==> src/rtl/ultrasonic_pkg.sv <==
// Shared definitions for the ultrasonic transmit path: scheduler states and
// the default carrier/burst/slot timing also used by the single-channel design.
package ultrasonic_pkg;

    typedef enum logic [1:0] {
        IDLE   = 2'd0,
        BURST  = 2'd1,
        LISTEN = 2'd2
    } tx_state_e;

    localparam int unsigned DEF_CARRIER_DIV  = 32'd1024;
    localparam int unsigned DEF_BURST_PULSES = 32'd32;
    localparam int unsigned DEF_SLOT_PERIODS = 32'd575;

endpackage

==> src/rtl/rr_next_channel.sv <==
// Combinational round-robin finder: next set bit of mask above current,
// wrapping through index 0 and finally back to current itself.
module rr_next_channel #(
    parameter int unsigned NUM_CH = 32'd4
) (
    input  logic [NUM_CH-1:0]         mask,
    input  logic [$clog2(NUM_CH)-1:0] current,
    output logic [$clog2(NUM_CH)-1:0] next_id,
    output logic                      found
);
    localparam int unsigned IW = $clog2(NUM_CH);

    // Scan farthest-first so the nearest set bit above current wins.
    always_comb begin
        next_id = current;
        for (int k = int'(NUM_CH); k >= 1; k--) begin
            next_id = mask[(int'(current) + k) % int'(NUM_CH)]
                    ? IW'((int'(current) + k) % int'(NUM_CH))
                    : next_id;
        end
        found = |mask;
    end

endmodule

==> src/rtl/ultrasonic_tx_scheduler.sv <==
// Time-division scheduler: one transmitter at a time fires a carrier burst and
// then listens, rotating round-robin over the channels enabled in TX_MASK.
module ultrasonic_tx_scheduler
    import ultrasonic_pkg::*;
#(
    parameter int unsigned NUM_TX       = 32'd4,
    parameter int unsigned CARRIER_DIV  = DEF_CARRIER_DIV,
    parameter int unsigned BURST_PULSES = DEF_BURST_PULSES,
    parameter int unsigned SLOT_PERIODS = DEF_SLOT_PERIODS
) (
    input  logic                      CLK_40,
    input  logic                      RST,
    input  logic                      ENABLE,
    input  logic [NUM_TX-1:0]         TX_MASK,
    output logic [2*NUM_TX-1:0]       PULSE_OUT,
    output logic                      BURST_START,
    output logic [$clog2(NUM_TX)-1:0] ACTIVE_ID,
    output logic                      SLOT_VALID,
    output logic                      FRAME_START
);
    localparam int unsigned CW = $clog2(CARRIER_DIV);
    localparam int unsigned PW = $clog2(SLOT_PERIODS);
    localparam int unsigned IW = $clog2(NUM_TX);
    localparam logic [CW-1:0] CAR_LAST   = CW'(CARRIER_DIV - 32'd1);
    localparam logic [CW-1:0] CAR_HALF   = CW'(CARRIER_DIV / 32'd2);
    localparam logic [PW-1:0] BURST_LAST = PW'(BURST_PULSES - 32'd1);
    localparam logic [PW-1:0] SLOT_LAST  = PW'(SLOT_PERIODS - 32'd1);
    localparam logic [IW-1:0] ID_TOP     = IW'(NUM_TX - 32'd1);

    if (((CARRIER_DIV & (CARRIER_DIV - 32'd1)) != 32'd0) || (CARRIER_DIV < 32'd4)) begin : g_bad_div
        $error("CARRIER_DIV must be a power of two and at least 4");
    end
    if (BURST_PULSES >= SLOT_PERIODS) begin : g_bad_slot
        $error("BURST_PULSES must be smaller than SLOT_PERIODS");
    end

    tx_state_e           state_r, state_s;
    logic [CW-1:0]       car_cnt_r;
    logic [PW-1:0]       per_cnt_r, per_cnt_s;
    logic [IW-1:0]       active_id_r, active_id_s;
    logic                frame_r, frame_s;
    logic [IW-1:0]       rr_cur_s, rr_id_s;
    logic                rr_found_s;
    logic                car_last_s, burst_first_s;
    logic [NUM_TX-1:0]   fire_s;
    logic [2*NUM_TX-1:0] pulse_next_s;
    logic [2*NUM_TX-1:0] pulse_out_r;
    logic                burst_start_r, slot_valid_r, frame_start_r;
    logic [IW-1:0]       active_id_out_r;

    // From IDLE, searching "after the top channel" yields the lowest set bit.
    assign rr_cur_s      = (state_r == IDLE) ? ID_TOP : active_id_r;
    assign car_last_s    = (car_cnt_r == CAR_LAST);
    assign burst_first_s = (state_r == BURST) && (car_cnt_r == {CW{1'b0}}) && (per_cnt_r == {PW{1'b0}});

    rr_next_channel #(.NUM_CH(NUM_TX)) u_rr (
        .mask    (TX_MASK),
        .current (rr_cur_s),
        .next_id (rr_id_s),
        .found   (rr_found_s)
    );

    // Slot sequencing: a burst always runs to completion, listening can be cut short.
    always_comb begin
        state_s     = state_r;
        per_cnt_s   = per_cnt_r;
        active_id_s = active_id_r;
        frame_s     = frame_r;
        case (state_r)
            IDLE: begin
                per_cnt_s = {PW{1'b0}};
                if (car_last_s && ENABLE && rr_found_s) begin
                    state_s     = BURST;
                    active_id_s = rr_id_s;
                    frame_s     = 1'b1;
                end else begin
                    state_s = IDLE;
                end
            end
            BURST: begin
                if (car_last_s && (per_cnt_r == BURST_LAST)) begin
                    state_s   = ENABLE ? LISTEN : IDLE;
                    per_cnt_s = ENABLE ? (per_cnt_r + PW'(1)) : {PW{1'b0}};
                end else if (car_last_s) begin
                    per_cnt_s = per_cnt_r + PW'(1);
                end else begin
                    per_cnt_s = per_cnt_r;
                end
            end
            LISTEN: begin
                if (!ENABLE) begin
                    state_s   = IDLE;
                    per_cnt_s = {PW{1'b0}};
                end else if (car_last_s && (per_cnt_r == SLOT_LAST)) begin
                    per_cnt_s = {PW{1'b0}};
                    if (rr_found_s) begin
                        state_s     = BURST;
                        active_id_s = rr_id_s;
                        frame_s     = (rr_id_s <= active_id_r);
                    end else begin
                        state_s = IDLE;
                    end
                end else if (car_last_s) begin
                    per_cnt_s = per_cnt_r + PW'(1);
                end else begin
                    per_cnt_s = per_cnt_r;
                end
            end
            default: begin
                state_s   = IDLE;
                per_cnt_s = {PW{1'b0}};
            end
        endcase
    end

    // Drive level per channel: high half of each carrier period of the owner's burst.
    always_comb begin
        fire_s       = {NUM_TX{1'b0}};
        pulse_next_s = {NUM_TX{2'b10}};
        for (int i = 0; i < int'(NUM_TX); i++) begin
            fire_s[i] = (state_r == BURST) && (active_id_r == IW'(i)) && (car_cnt_r >= CAR_HALF);
            pulse_next_s[2*i +: 2] = {~fire_s[i], fire_s[i]};
        end
    end

    // State, counters and registered outputs.
    always_ff @(posedge CLK_40) begin
        if (RST) begin
            state_r         <= IDLE;
            car_cnt_r       <= {CW{1'b0}};
            per_cnt_r       <= {PW{1'b0}};
            active_id_r     <= {IW{1'b0}};
            frame_r         <= 1'b0;
            pulse_out_r     <= {NUM_TX{2'b10}};
            burst_start_r   <= 1'b0;
            slot_valid_r    <= 1'b0;
            frame_start_r   <= 1'b0;
            active_id_out_r <= {IW{1'b0}};
        end else begin
            state_r         <= state_s;
            car_cnt_r       <= car_cnt_r + CW'(1);
            per_cnt_r       <= per_cnt_s;
            active_id_r     <= active_id_s;
            frame_r         <= frame_s;
            pulse_out_r     <= pulse_next_s;
            burst_start_r   <= burst_first_s;
            slot_valid_r    <= (state_r != IDLE);
            frame_start_r   <= burst_first_s && frame_r;
            active_id_out_r <= active_id_r;
        end
    end

    assign PULSE_OUT   = pulse_out_r;
    assign BURST_START = burst_start_r;
    assign ACTIVE_ID   = active_id_out_r;
    assign SLOT_VALID  = slot_valid_r;
    assign FRAME_START = frame_start_r;

endmodule

==> config.mk <==
export PLATFORM = sky130hd
export DESIGN_NAME = ultrasonic_tx_scheduler
export DESIGN_NICKNAME = d
export VERILOG_FILES = /design/src/rtl/ultrasonic_pkg.sv /design/src/rtl/rr_next_channel.sv /design/src/rtl/ultrasonic_tx_scheduler.sv
export SDC_FILE = /design/constraint.sdc
export NUM_CORES = 1
export LEC_CHECK = 0
export BUFFER_PORTS_ARGS = -buffer_cell sky130_fd_sc_hd__buf_2
export CELL_PAD_IN_SITES_DETAIL_PLACEMENT = 1
export CELL_PAD_IN_SITES_GLOBAL_PLACEMENT = 2
export CORE_UTILIZATION = 36
export CTS_CLUSTER_SIZE = 30
export DETAILED_ROUTE_END_ITERATION = 12
export PLACE_DENSITY_LB_ADDON = 0.2
export SETUP_SLACK_MARGIN = 0.3
export SLEW_MARGIN = 5
export SYNTH_ARGS = -nofsm -noshare
export SYNTH_HDL_FRONTEND = slang
export SYNTH_SLANG_ARGS = --single-unit
==> constraint.sdc <==
create_clock -name CLK_40 -period 3.4 [get_ports CLK_40]
set_clock_uncertainty 0.15 [all_clocks]
set_input_delay 1.02 -clock CLK_40 [delete_from_list [all_inputs] [get_ports CLK_40]]
set_output_delay 1.02 -clock CLK_40 [all_outputs]
set_load 0.05 [all_outputs]
==> results of run 1 <==
state kept, by name, summed over array words and instances, names as in the netlist:
signal / count
active_id_r: 2
per_cnt_r: 10
FRAME_START: 1
car_cnt_r: 10
SLOT_VALID: 1
BURST_START: 1
ACTIVE_ID: 2
frame_r: 1
state_r: 2
PULSE_OUT: 8
cell type report:
type / count / area, sq um / share of cell area, %
clock buffer: 5 / 68.8 / 3.07
tap: 70 / 87.6 / 3.90
inverter: 13 / 48.8 / 2.17
sequential: 38 / 761 / 33.9
clock inverter: 3 / 45.0 / 2.01
timing repair buffer: 19 / 95.1 / 4.24
multi-input combinational: 167 / 1140 / 50.7
through the flow:
step                      area, sq um  setup WS [ns]  utilization (%)  instances  power [W]
after floorplan                  2000          0.608                -        229   0.000485
after global placement           2130          0.373             40.7        307   0.000498
after detailed placement         2130          0.354             40.7        307   0.000499
after CTS                        2240          0.486             42.9        315   0.000892
after global routing             2240          0.310             42.9        315   0.000920
final                            2240          0.509             42.9        315   0.000873
final timing paths:
| path | startpoint | end | slack (ns) | cells past startpoint |
|---|---|---|---|---|
| max | state_r[1]$_SDFFE_PP0P_ | frame_r$_SDFFE_PP0P_ | 0.51 | 12 |
| min reg2reg | car_cnt_r[0]$_SDFF_PP0_ | car_cnt_r[0]$_SDFF_PP0_ | 0.32 | 1 |
| max reg2reg | state_r[1]$_SDFFE_PP0P_ | frame_r$_SDFFE_PP0P_ | 0.51 | 12 |
| min | car_cnt_r[0]$_SDFF_PP0_ | car_cnt_r[0]$_SDFF_PP0_ | 0.32 | 1 |
critical path, cell delays in order (launching register included):
cell	delay (ns)
dfxtp_1	0.35
inv_1	0.11
ha_1	0.46
nor2_1	0.20
and3_1	0.23
a2111o_1	0.43
nand2_1	0.10
xor2_1	0.15
ha_1	0.24
nand2_1	0.06
o211ai_1	0.09
mux2i_1	0.15
nor2_1	0.05
synthesized netlist by cell type (2+ instances only):
master     n
nor4_1     4
nand2_1    8
o21bai_1   2
mux2i_1    2
nand4_1    6
o211ai_1   2
nand2b_1   5
or4_1      2
nor3_1     3
nor2_1    23
or3_1      6
xor2_1    10
nor2b_1    4
dfxtp_1   38
a21oi_1   10
o21ai_0    8
a211oi_1   3
clkbuf_1   9
a21o_1     3
xnor2_1    2
nor4b_1    3
ha_1      11
inv_1     13
nand3b_1   2
and3_1     6
o31ai_1    3
nand3_1   14
a31oi_1    5
logic make-up after synthesis:
family | count (synthesis) | share of synthesized area [%]
multiplexers | 3 | 1.57
AND/OR/NAND/NOR | 92 | 26.4
adder cells (fa/ha/maj) | 11 | 6.89
XOR/XNOR | 12 | 5.26
flip-flops | 38 | 38.1
AO/OA/AOI/OAI | 49 | 16.9
buffers and inverters | 24 | 4.95
per-layer routing:
metal / global-route usage (%) / vias to the layer above
met5: 0 / -
li1: - / 856
met1: 21.5 / 794
met3: 3.23 / 5
met4: 5.19 / 0
met2: 28.6 / 20
power by group through the flow:
stage / Combinational [W] / Clock (W) / Sequential, W
2_1_floorplan: 0.0000250 / 0 / 0.000460
3_3_place_gp: 0.0000364 / 0 / 0.000462
3_5_place_dp: 0.0000367 / 0 / 0.000462
4_1_cts: 0.0000372 / 0.000403 / 0.000451
5_1_grt: 0.0000426 / 0.000426 / 0.000452
6_report: 0.0000366 / 0.000385 / 0.000451
==> results.md, run 1 <==
- Synth warnings: 0
- Outcome: completed
- CTS Buf Count: 5
- Total track usage: between 10% and 20%
- CP Class: flip-flop to flip-flop
- Min cycle time layout: 2.89 ns
- Clk pin slew, worst setup/hold paths: 0.08 ns
- Maxcap violations: 0
- Async set-or-reset flop fraction in the synthesized netlist: 0%
- Clk buf depth: 2
- Power share of the clock group: 44.1%
- Area of the die: just under 0.006 sq mm
- Area grow syn2layout: 12.3%
- WL/cell: 14.4 um
- Psw: 0.000192 W
- LEAKAGE: 0.844 nW
- Max Freq: roughly 350 MHz
- WP data arrival: 2.91 ns
- Vias in the first global route: approximately 1700
- First-pass GRT wire length: 7850 um
- Die Height: 76.5 um
- Initial Util: 38.2%
- Metal-1 WL: 2190 um
- WL final: 4530 um
- Cell area after synthesis: 0.00200 sq mm
- CTS Hold Bufs: 0
- Setup Fix Bufs, Post-CTS: 0
- WL met2: 2160 um
- IO Port Bufs: 19
- Post-Synthesis Cells: 229
- Fillers: 631
- Largest net degree at the start of global routing: 23
- Commonest non-fill, non-tap cells in the layout: 38 x dfxtp_1, 23 x nor2_1, 19 x buf_2
- Sw frac: between 20 and 25%
- Commonest non-fill, non-tap cell in the layout: dfxtp_1
- Max layer used: met4
- CTS sink cnt: 38
- Drt first pass iters: 4
- Max_slew headroom: 47.4%
- VDD IR max: 0.209 mV
- Die W: roughly 77 um
- Syn_area_per_cell: 8.73 sq um
- Post-synth top area cell: dfxtp_1
- CP required: roughly 3.4 ns
- Internal Power: between 0.0006 and 0.0007 W
- GR Overflow Total: 0
- Hold WS: 0.318 ns
- RSZ-0062 raised after global routing: no
- PwrDens: 389 mW/mm^2
- Worst hold path class: flip-flop to flip-flop
- Antenna viol nets, final: 0
- Top-area cell type share of the netlist area: between 30% and 40%
- PostCTS Resize Cnt: 0
- Dpl hpwl: 3280 um
- Worst setup SP type: flip-flop
- DRC violations left: 0
- CTS tree: built
- Most common flop cell mapped by yosys: dfxtp_1
- Area contributors post-synth: dfxtp_1 38%, ha_1 6.9%, xor2_1 4.4%, nor2_1 4.3%, nand3_1 3.5%
- Final cycle utilization of the critical path: a little under nine tenths
- Detailed Route Iter0 Violations: 56
- I/O Pins: 20
- Total number of vias: approximately 1700
- Element type at the critical path end: flip-flop
- Actual slew at the worst max-slew pin: 0.781 ns
- Post-synthesis sequential area ratio: 38.1%
- Clock Latency Late Sink: 0.29 ns
- Wire length on met3: 120 um
- Total Neg Setup Slack: 0 ns
- Root buf cell: clkbuf_8
- H-tree levels: 2
- Initial antenna violation count: 0
- Nets: ~260
- Syn_nets: roughly 250
- Hold Vio Cnt, Final: 0
- Yosys cell types: 50
- CP max FO: 13
- Fin. max-slew vios: 0
- Post-synth EDFFs: 0
- Ant diodes: 0
- Gate power share: 4.2%
- Share of layout cells above drive strength 1: 13.9%
- Synth Register Bits: 38
- Final setup fails: 0
- Seq pwr share: 51.7%
- Core ar.: 0.00524 sq mm
- Vias per cell: 5.32
- Cell Rows: 26
- RePlAce Congestion: 0.744
Note: power is estimated with default switching activity, not from simulation.
==> inputs of run 2 (changes only) <==
Settings changed: CELL_PAD_IN_SITES_DETAIL_PLACEMENT 1 to 2.
==> results.md, run 2 (synthesis gave the netlist of run 1 again) <==
- Drt first pass iters: 4
- Share of layout cells above drive strength 1: 14.3%
- Power share of the clock group: 44.4%
- Die Height: 76.5 um
- CTS tree: built
- Die W: ~77 um
- Vias per cell: 5.47
- Crit-path cells: buf_2 > or4_1 > o31ai_1 > a2111o_1 > nand2_1 > xor2_1 > ha_1 > nand2_1 > o211ai_1 > mux2i_1 > nor2_1
- Clock Latency Late Sink: 0.29 ns
- Metal-1 WL: 2420 um
- WP data arrival: 2.82 ns
- Total number of vias: 1723
- Post-route insts no fill: 315
- PwrDens: 391 mW/mm^2
- I/O Pins: 20
- Max incr delay on CP: 0.48 ns
- VDD IR max: 0.202 mV
- WL final: 5240 um
- Nets: 262
- WL/cell: 16.6 um
- Clk buf depth: 2
- Detailed Route Iter0 Violations: 47
- Total Neg Setup Slack: 0 ns
- Vias in the first global route: 1833
- CTS Buf Count: 5
- Worst Path Buf+Inv: 1
- Most frequent CP cell: nand2_1
- Area of the die: 0.00585 sq mm
- H-tree levels: 2
- Largest net degree at the start of global routing: 23
- Slowest cell on crit path: or4_1
- Ant diodes: 0
- R2r setup slk: 0.62 ns
- Seq pwr share: 51.3%
- RSZ-0062 raised after global routing: no
- First-pass GRT wire length: 9050 um
- Max layer used: met4
- Core ar.: ~0.0052 sq mm
- PostCTS Resize Cnt: 0
- Clk pin slew, worst setup/hold paths: 0.09 ns
- LEAKAGE: 0.843 nW
- Dpl hpwl: 3750 um
- Fillers: 623
- Cell Rows: 26
- CP Class: primary input to flip-flop
- Placed insts: 307
- Psw: 0.000198 W
- WL met2: ~2700 um
- CTS sink cnt: 38
- Fin. max-slew vios: 0
- Worst setup SP type: primary input
- Commonest non-fill, non-tap cells in the layout: 38 x dfxtp_1, 23 x nor2_1, 19 x buf_2
- Final cycle utilization of the critical path: between 80% and 90%
- Root buf cell: clkbuf_8
- Min cycle time layout: 2.79 ns
- Dpl cell area: 0.00213 sq mm
- DRC violations left: 0
- CP required: 3.43 ns
- Maxcap violations: 0
- IO Port Bufs: 19
- Wire length on met3: 94 um
- Sw frac: 22.6%
- Worst hold path class: flip-flop to flip-flop
- Outcome: completed
- Initial antenna violation count: 0
- Final setup fails: 0
- Initial Util: 38.2%
- Actual slew at the worst max-slew pin: 0.912 ns
- Area grow syn2layout: 12.5%
- Element type at the critical path end: flip-flop
- Gate power share: 4.4%
- RePlAce Congestion: about 0.74
- Antenna viol nets, final: 0
- Internal Power: 0.000681 W
- Max_slew headroom: 38.7%
- Total track usage: 19.4%
- GR Overflow Total: 0
- CP delay by family, top: simple AND/OR/NAND/NOR gates
- Hold Vio Cnt, Final: 0
- CP max FO: 7
- CTS Hold Bufs: 0
- Setup Fix Bufs, Post-CTS: 0
- Post-route cell area: roughly 0.0022 sq mm
- Max Freq: 358 MHz
- Commonest non-fill, non-tap cell in the layout: dfxtp_1
[run 2: cell types whose count changed in the layout (fill, tap and decap cells not counted)]
| cell | before | now |
|---|---|---|
| ha_1 | 11 | 10 |
| ha_2 | 0 | 1 |
[run 2: final timing paths]
kind,startpoint,to,depth (start not counted)
setup / recovery,TX_MASK[1],frame_r$_SDFFE_PP0P_,11
hold / removal,car_cnt_r[0]$_SDFF_PP0_,car_cnt_r[0]$_SDFF_PP0_,1
hold reg to reg,car_cnt_r[0]$_SDFF_PP0_,car_cnt_r[0]$_SDFF_PP0_,1
setup reg to reg,state_r[0]$_SDFFE_PP0P_,frame_r$_SDFFE_PP0P_,12
[run 2: cell type report]
cell class | count | area [sq um] | area share (%)
Clock buffer | 5 | 68.8 | 3.06
Clock inverter | 3 | 45.0 | 2.00
Inverter | 13 | 48.8 | 2.17
Multi-Input combinational cell | 167 | 1140 | 50.8
Sequential cell | 38 | 761 | 33.9
Tap cell | 70 | 87.6 | 3.90
Timing Repair Buffer | 19 | 95.1 | 4.23
[run 2: per-layer routing]
metal | up-vias | track usage, %
li1 | 857 | -
met1 | 837 | 22.9
met2 | 23 | 35.3
met3 | 6 | 3.23
met4 | 0 | 6.35
met5 | - | 0
[run 2: metrics by stage]
stage / utilization [%] / hold slack [ns] / setup slack (ns) / total power [W]
floorplan: - / 0.279 / 0.608 / 0.000485
detailed placement: 40.7 / 0.309 / 0.304 / 0.000500
global route: 42.9 / 0.362 / 0.366 / 0.000922
global placement: 40.7 / 0.296 / 0.373 / 0.000498
CTS: 42.9 / 0.330 / 0.425 / 0.000899
finish: 42.9 / 0.327 / 0.608 / 0.000880
[run 2: worst register-to-register path, stage by stage (launching register included)]
cell	delay (ns)
dfxtp_1	0.36
inv_1	0.11
ha_2	0.35
nor2_1	0.17
and3_1	0.23
a2111o_1	0.43
nand2_1	0.11
xor2_1	0.16
ha_1	0.24
nand2_1	0.06
o211ai_1	0.09
mux2i_1	0.16
nor2_1	0.05
[run 2: power by group through the flow]
stage | registers, W | logic, W | clock network [W]
floorplan | 0.000460 | 0.0000250 | 0
global placement | 0.000462 | 0.0000364 | 0
detailed placement | 0.000462 | 0.0000382 | 0
CTS | 0.000451 | 0.0000386 | 0.000409
global route | 0.000452 | 0.0000437 | 0.000426
finish | 0.000451 | 0.0000383 | 0.000390
==> inputs of run 3 (changes only) <==
Settings changed: CORE_UTILIZATION 36 to 32.
Clock period 3.4 ns to 2.2 ns, I/O delays scaled along.
==> results.md, run 3 (synthesis gave the netlist of run 1 again) <==
- Reg2reg path depth: 13
- Multi-input gate area: around 0.0014 sq mm
- Actual slew at the worst max-slew pin: 0.411 ns
- Share of layout cells above drive strength 1: 49.0%
- WL/cell: 26.1 um
- Commonest non-fill, non-tap cell in the layout: buf_4
- Final cycle utilization of the critical path: 122%
- CP required: ~2.3 ns
- Maxcap violations: 0
- Die W: between 80 and 90 um
- Ant diodes: 0
- CTS Buf Count: 5
- WL final: just under 10000 um
- Hold Crit Endpoint: car_cnt_r[0]$_SDFF_PP0_
- PwrDens: 510 mW/mm^2
- R2r setup slk: -0.48 ns
- Initial Util: 33.6%
- VDD IR max: 0.317 mV
- CP max FO: 6
- CTS tree: built
- Final setup fails: 1
- Hold Vio Cnt, Final: 0
- Max_slew headroom: 72.2%
- Failing checks: negative setup slack
- H-tree levels: 2
- Hold path cells: 1
- Root buf cell: clkbuf_8
- RSZ-0062 raised after global routing: yes
- Worst hold path class: flip-flop to flip-flop
- Clock Latency Late Sink: 0.32 ns
- Area grow syn2layout: 54.4%
- IO Port Bufs: 19
- GR Overflow Total: 0
- Nets: 321
- Detailed Route Iter0 Violations: 81
- Drt first pass iters: 4
- Initial antenna violation count: 0
- Clk buf depth: 2
- Element type at the critical path end: flip-flop
- Total number of vias: ~2200
- Max Freq: 373 MHz
- Die Height: 81.0 um
- Clk pin slew, worst setup/hold paths: approximately 0.09 ns
- Hold path start: car_cnt_r[0]$_SDFF_PP0_
- Cell Rows: 28
- Vias per cell: ~5.7
- DRC violations left: 0
- Post-route insts no fill: between 300 and 400
- Vias in the first global route: 2344
- WP data arrival: approximately 2.7 ns
- RePlAce Congestion: 0.784
- CTS sink cnt: 38
- Fillers: 608
- Hold WS: 0.303 ns
- Final setup margin: -0.480 ns
- LEAKAGE: 1.22 nW
- Placed insts: 360
- RR Endpoint: frame_r$_SDFFE_PP0P_
- Largest net degree at the start of global routing: 14
- Total track usage: approximately a quarter
- Antenna viol nets, final: 0
- CP Class: flip-flop to flip-flop
- I/O Pins: 20
- Dpl hpwl: 4870 um
- Commonest non-fill, non-tap cells in the layout: 51 x buf_4, 21 x dfxtp_1, 18 x buf_2
- Core ar.: 0.00596 sq mm
- Min cycle time layout: 2.68 ns
- First-pass GRT wire length: approximately 13000 um
- Outcome: finished with violations
- Area of the die: 0.00656 sq mm
- FF/Latch Area: 790 sq um
- Worst setup SP type: flip-flop
- Worst reg2reg path startpoint: state_r[1]$_SDFFE_PP0P_
- Fin. max-slew vios: 0
run 3: area by class of cell:
class | count | area share [%]
multi-input combinational | 167 | 46.7
tap | 75 | 3.04
sequential | 38 | 25.6
inverter | 13 | 1.58
timing repair buffer | 78 | 18.6
clock inverter | 3 | 2.23
clock buffer | 5 | 2.23
run 3: timing repair:
item / 4_1_cts / 5_1_grt
hold buffers: 0 / 0
pin swaps: 24 / 18
gates resized for setup: 46 / 40
gates cloned: 0 / 0
setup buffers: 8 / 3
endpoints found under the setup margin: 14 / 17
run 3: power breakdown:
part | total (W) | internal, W | switching [W]
Combinational | 0.000113 | 0.0000505 | 0.0000629
Clock | 0.000763 | 0.000455 | 0.000308
Sequential | 0.000696 | 0.000689 | 0.00000623
Total | 0.00157 | 0.00119 | 0.000377
run 3: metrics by stage:
step	setup TNS, ns	setup slack, ns	utilization [%]	power (W)	instance area [sq um]
floorplan	-0.233	-0.233	-	0.000750	2010
global placement	-0.350	-0.350	42.1	0.000797	2510
detailed placement	-0.418	-0.411	42.1	0.000801	2510
CTS	-0.150	-0.150	48.3	0.00155	2880
global route	-0.577	-0.577	51.8	0.00162	3080
finish	-0.480	-0.480	51.8	0.00157	3080
run 3: critical path, cell delays in order (launching register included):
cell and delay (ns):
dfxtp_2 0.36, inv_2 0.06, ha_4 0.18, buf_6 0.13, nor4b_2 0.29, a31oi_1 0.10
a21o_1 0.21, nand2_2 0.10, xor2_1 0.20, ha_1 0.31, nand2_1 0.09, o211ai_1 0.13
mux2i_1 0.19, nor2_1 0.08
run 3: worst max path at each step:
stage	from	endpoint	slack, ns	cells past startpoint
after floorplan	state_r[0]$_SDFFE_PP0P_	frame_r$_SDFFE_PP0P_	-0.23	12
after global placement	TX_MASK[1]	frame_r$_SDFFE_PP0P_	-0.35	11
after detailed placement	TX_MASK[1]	frame_r$_SDFFE_PP0P_	-0.41	11
after CTS	state_r[1]$_SDFFE_PP0P_	frame_r$_SDFFE_PP0P_	-0.15	12
after global routing	state_r[1]$_SDFFE_PP0P_	frame_r$_SDFFE_PP0P_	-0.58	13
final	state_r[1]$_SDFFE_PP0P_	frame_r$_SDFFE_PP0P_	-0.48	13
run 3: layer usage:
| layer | up-vias | track usage, % | routed length [um] |
|---|---|---|---|
| met5 | - | 0 | 0 |
| met4 | 0 | 12.1 | 647 |
| met3 | 51 | 5.17 | 440 |
| met2 | 80 | 48.3 | 5080 |
| met1 | 1067 | 28.8 | 3720 |
| li1 | 978 | - | - |
